<file path="config.mk">
export PLATFORM = sky130hd
export DESIGN_NAME = mode_frame_sequencer
export DESIGN_NICKNAME = d
export VERILOG_FILES = /design/src/rtl/mode_frame_sequencer.sv
export SDC_FILE = /design/constraint.sdc
export NUM_CORES = 1
export LEC_CHECK = 0
export ABC_CLOCK_PERIOD_IN_PS = 1500
export CORE_ASPECT_RATIO = 1.1
export CORE_MARGIN = 4
export CORE_UTILIZATION = 45
export DETAILED_ROUTE_END_ITERATION = 16
export GPL_ROUTABILITY_DRIVEN = 0
export HOLD_SLACK_MARGIN = 0.05
export MAX_ROUTING_LAYER = met4
export PLACE_DENSITY_LB_ADDON = 0.25
export SYNTH_ARGS = -nofsm -noshare
export SYNTH_HDL_FRONTEND = slang
export SYNTH_SLANG_ARGS = --single-unit
</file>
<file path="constraint.sdc">
create_clock -name clk -period 1.5 [get_ports clk]
set_input_delay 0.3 -clock clk [delete_from_list [all_inputs] [get_ports clk]]
set_output_delay 0.3 -clock clk [all_outputs]
set_load 0.03 [all_outputs]
</file>
<file path="src/rtl/mode_frame_sequencer.sv">
// mode_frame_sequencer: collects five 4-bit samples from a valid/ready stream.
// It holds them on frame_i0..frame_i4 for the combinational mode finder, waits
// SETTLE_CYC cycles, then captures frame_mode and returns it with a frame index
// on a valid/ready result port.
// Optional build macro: MODE_FRAME_CHECK_EN adds an internal histogram
// cross-check of frame_mode and a sticky chk_err output.
module mode_frame_sequencer #(
  parameter int SETTLE_CYC = 2,
  parameter int FCNT_W     = 8
) (
  input  logic              clk,
  input  logic              rst_n,
  input  logic              in_valid,
  output logic              in_ready,
  input  logic [3:0]        in_data,
  output logic [3:0]        frame_i0,
  output logic [3:0]        frame_i1,
  output logic [3:0]        frame_i2,
  output logic [3:0]        frame_i3,
  output logic [3:0]        frame_i4,
  input  logic [3:0]        frame_mode,
  output logic              out_valid,
  input  logic              out_ready,
  output logic [3:0]        out_mode,
  output logic [FCNT_W-1:0] out_fidx
`ifdef MODE_FRAME_CHECK_EN
  ,
  output logic              chk_err
`endif
);

  generate
    if (SETTLE_CYC < 1 || SETTLE_CYC > 15) begin : g_bad_settle
      $error("mode_frame_sequencer: SETTLE_CYC must be in 1..15");
    end
  endgenerate

  typedef enum logic [1:0] {FILL, SETTLE, HOLD} state_t;

  state_t              state, state_nxt;
  logic [2:0]          cnt;
  logic [3:0]          settle;
  logic [4:0][3:0]     slot;
  logic [FCNT_W-1:0]   fcnt;
  logic                accept;
  logic                capture;

  assign accept   = in_valid & in_ready;
  assign frame_i0 = slot[0];
  assign frame_i1 = slot[1];
  assign frame_i2 = slot[2];
  assign frame_i3 = slot[3];
  assign frame_i4 = slot[4];

  // State register
  always_ff @(posedge clk or negedge rst_n) begin
    if (!rst_n) state <= FILL;
    else        state <= state_nxt;
  end

  // Next-state, input ready and capture strobe
  always_comb begin
    state_nxt = state;
    in_ready  = 1'b0;
    capture   = 1'b0;
    case (state)
      FILL: begin
        in_ready = 1'b1;
        if (accept && cnt == 3'd4) state_nxt = SETTLE;
      end
      SETTLE: begin
        if (settle == 4'd0) begin
          capture   = 1'b1;
          state_nxt = HOLD;
        end
      end
      HOLD: begin
        // out_valid is always high in HOLD, so out_ready alone completes it
        if (out_ready) state_nxt = FILL;
      end
      default: state_nxt = FILL;
    endcase
  end

  // Frame assembly and settle countdown
  always_ff @(posedge clk or negedge rst_n) begin
    if (!rst_n) begin
      cnt    <= 3'd0;
      settle <= 4'd0;
      slot   <= '0;
    end else if (accept) begin
      slot[cnt] <= in_data;
      if (cnt == 3'd4) begin
        cnt    <= 3'd0;
        settle <= 4'(SETTLE_CYC - 1);
      end else begin
        cnt <= cnt + 3'd1;
      end
    end else if (state == SETTLE && settle != 4'd0) begin
      settle <= settle - 4'd1;
    end
  end

  // Result capture and output handshake
  always_ff @(posedge clk or negedge rst_n) begin
    if (!rst_n) begin
      out_valid <= 1'b0;
      out_mode  <= 4'd0;
      out_fidx  <= '0;
      fcnt      <= '0;
    end else if (capture) begin
      out_valid <= 1'b1;
      out_mode  <= frame_mode;
      out_fidx  <= fcnt;
      fcnt      <= fcnt + 1'b1;
    end else if (state == HOLD && out_ready) begin
      out_valid <= 1'b0;
    end
  end

`ifdef MODE_FRAME_CHECK_EN
  logic [15:0][2:0] hist;
  logic [3:0]       exp_mode;
  logic [2:0]       best_c;

  // Per-frame value histogram; five accepts never overflow a 3-bit count
  always_ff @(posedge clk or negedge rst_n) begin
    if (!rst_n)                              hist <= '0;
    else if (state == HOLD && state_nxt == FILL) hist <= '0;
    else if (accept)                         hist[in_data] <= hist[in_data] + 3'd1;
  end

  // Highest count wins; scanning upward with >= resolves ties to the larger value
  always_comb begin
    exp_mode = 4'd0;
    best_c   = 3'd0;
    for (int v = 0; v < 16; v++) begin
      if (hist[v] >= best_c) begin
        best_c   = hist[v];
        exp_mode = 4'(v);
      end
    end
  end

  // Sticky disagreement flag, evaluated at the capture cycle
  always_ff @(posedge clk or negedge rst_n) begin
    if (!rst_n)                                  chk_err <= 1'b0;
    else if (capture && exp_mode != frame_mode)  chk_err <= 1'b1;
  end
`endif

endmodule

</file>
==> results.py <==
metrics = {
    "logic_synthesis": {
        "synth-edff-count": 0,
        "synthTopCellsByCount": "50 x dfrtp_1, 28 x mux2_2, 7 x inv_1",
        "syn_nets": 174,
        "ys_seq_elements": 50,
        "synth_cells": 157,
        "avgSynthCellArea_um2": 13.48,
        "synthArstFlopShare": 1.000,
        "syn-cell-area_um2": 2116,
        "synth_cell_types": 32,
        "synth.most_common_cell": "dfrtp_1",
        "yosys_warnings": 0,
        "ys_top_cells_by_area": "dfrtp_1 59%, mux2_2 15%, mux2_1 3.2%, ha_1 3.0%, xnor2_1 1.7%",
        "yosysTopAreaCellShare": 0.5914,
        "synth_ff_type": "dfrtp_1",
        "synth-seq-area-share": 0.5914,
        "synth_area_leader_cell": "dfrtp_1",
    },
    "routing": {
        "via_per_inst": 5.223,
        "avgRoutedWirePerCell_um": 16.32,
        "vias": 1473,
        "drt_iter0_drc": 47,
        "drt-pass1-iter-count": 4,
        "wirelength_mm": 4.601,
        "drc": 0,
        "postRouteAntennaNets": 0,
    },
    "placed_design": {
        "place_hpwl_mm": 3.184,
        "place_inst": 269,
        "port_buffers": 45,
    },
    "final_layout": {
        "fin_util": 0.6712,
        "final_cells": 282,
        "nNetsFinal": 245,
        "drive_above_1_share": 0.3596,
        "area_growth_pct": 39.92,
        "n_antenna_cell": 0,
    },
    "sta": {
        "hold_viol_final": 0,
        "relSlewSlack": 0.7276,
        "setup_viol": 3,
        "drv_slew": 0,
        "rsz0062_at_grt": "true",
        "whs_ns": 0.4747,
        "setup_ws_ns": -0.03041,
        "tightest_slew_ns": 0.4068,
        "fin_skew_ns": 0.01115,
        "max_freq_mhz": 653.4,
        "post-route-min-period_ns": 1.530,
        "timing.setup.tns_ns": -0.04919,
        "post-route-period-util": 1.020,
    },
    "setup_path": {
        "crit_fanout": 7,
        "cp-end-kind": "flip-flop",
        "cp-endpoint": "cnt[2]",
        "r2r-start": "state[0]",
        "worst_ep_arrival_time_ns": 1.75,
        "reg2reg_depth": 3,
        "critical_path_required_ns": 1.72,
        "r2r_end": "cnt[2]",
        "crit_path_start_kind": "input pin",
        "reg2reg_slack_ns": -0.01,
        "crit_start": "in_valid",
        "path_class": "input pin to flip-flop",
    },
    "die": {
        "initial_core_util": 0.4797,
        "ioPinCount": 46,
        "std_cell_rows": 25,
        "core_area_um2": 4410,
        "die_w_um": 73.38,
        "die_h_um": 79.92,
        "dieArea_um2": 5864,
    },
    "cts": {
        "clockRootBuffer": "clkbuf_8",
        "cts_tree": "done",
        "insertion_delay_ns": 0.30,
        "htreeDepth": 2,
        "cts-buffers-inserted": 5,
        "clkSinkCount": 50,
        "clk_path_buf_depth": 2,
        "clk_pin_slew_ns": 0.09,
    },
    "grt": {
        "grt_pass1_vias": 1561,
        "grt_use_total": 0.1807,
        "gr-total-overflow": 0,
        "antenna_found_initial": 0,
        "grt_max_degree": 51,
        "grt_pass1_wl_mm": 7.652,
    },
    "power_and_ir_drop": {
        "cellPowerDensity_nw_per_um2": 1997,
        "p_total_mw": 5.913,
        "vdd_ir_drop_max_mv": 1.191,
        "total_leakage_power_nw": 1.477,
    },
    "hold_path": {
        "hp-class": "flip-flop to flip-flop",
    },
    "run_status": {
        "outcome": "complete, but fails checks",
        "violations": "setup timing",
    },
    "run": {
        "max-cap-violations": 0,
    },
}
metrics by stage:
stage,setup slack [ns],instance area [um^2]
floorplan,-0.05039,2130
global placement,-0.3016,2755
detailed placement,-0.3368,2755
CTS,-0.01796,2944
global route,-0.07248,2960
finish,-0.03041,2960
per-layer routing:
metal	vias to the layer above	routed length, um	global-route usage
li1	688	-	-
met5	-	0	-
met3	5	228	0.04660
met4	0	72	0.05978
met1	734	1976	0.2190
met2	46	2323	0.2934
final cells by class:
class	instances	area [um^2]
Fill cell	326	1450
Sequential cell	50	1254
Multi-Input combinational cell	96	917.1
Timing Repair Buffer	68	611.8
Clock buffer	5	68.82
Tap cell	54	67.56
Inverter	7	26.28
Clock inverter	2	15.01
sequential cells by signal, indices dropped and copies added (netlist names):
signal	cells
frame_i2	4
frame_i4	4
out_valid	1
frame_i0	4
out_fidx	8
fcnt	8
out_mode	4
settle	4
frame_i3	4
cnt	3
state	2
frame_i1	4
worst max-delay path: stages:
cell and delay, ns:
clkdlybuf4s50_1 0.51, or3b_1 0.47, or3_1 0.34, a21oi_1 0.14
power breakdown:
part	switching [mW]	total, mW	leakage (nW)	internal, mW
logic	1.62	2.95	0.814	1.33
clock network	0.438	0.757	0.0362	0.319
registers	0.355	2.20	0.626	1.85
repair_timing:
item,in CTS,in global routing
endpoints found under the setup margin,61,30
hold endpoints to repair,50,0
pin swaps,2,3
cloned,1,0
buffers inserted,4,0
hold buffers,1,0
gates resized for setup,59,4
worst min path at each step:
stage,start,slack [ns],end,depth (start not counted)
3_5_place_dp,rst_n,0.31,out_fidx[3],2
6_report,fcnt[7],0.47,fcnt[7],1
5_1_grt,fcnt[7],0.50,fcnt[7],1
3_3_place_gp,rst_n,0.30,out_fidx[4],2
2_1_floorplan,rst_n,0.004,cnt[0],0
4_1_cts,fcnt[7],0.48,fcnt[7],1
cells by family (layout without fill, tap and decap cells):
logic type / after synthesis / count (layout) / share of synthesized area
DFF: 50 / 50 / 0.5914
xor gates and xnor gates: 7 / 7 / 0.02898
muxes: 36 / 36 / 0.1904
and+or+nand+nor: 37 / 38 / 0.1047
adders and majority gates: 5 / 5 / 0.02957
buffers and inverters: 12 / 82 / 0.02780
AOI/OAI and AO/OA: 10 / 10 / 0.02721
cell usage in the layout (no fill, tap or decap), types with 2 or more instances in the layout:
master / synthesis / routed
inv_1: 7 / 5
clkbuf_8: 0 / 5
mux2_4: 0 / 6
mux2i_1: 2 / 2
o21ai_0: 6 / 6
dfrtp_1: 50 / 48
nand2_1: 6 / 6
nor2_1: 3 / 2
a21oi_1: 2 / 2
and4_1: 3 / 2
and3_1: 3 / 2
buf_4: 1 / 16
xnor2_1: 4 / 4
mux2_2: 28 / 28
dlygate4sd2_1: 0 / 33
clkdlybuf4s50_1: 0 / 10
xor2_1: 3 / 3
inv_2: 0 / 2
ha_1: 5 / 4
nor2b_2: 0 / 2
dfrtp_2: 0 / 2
clkinvlp_4: 0 / 2
nand4_1: 2 / 2
buf_6: 1 / 6
nor3_1: 3 / 2
nand3_1: 6 / 6
Note: power is estimated with default switching activity, not from simulation.
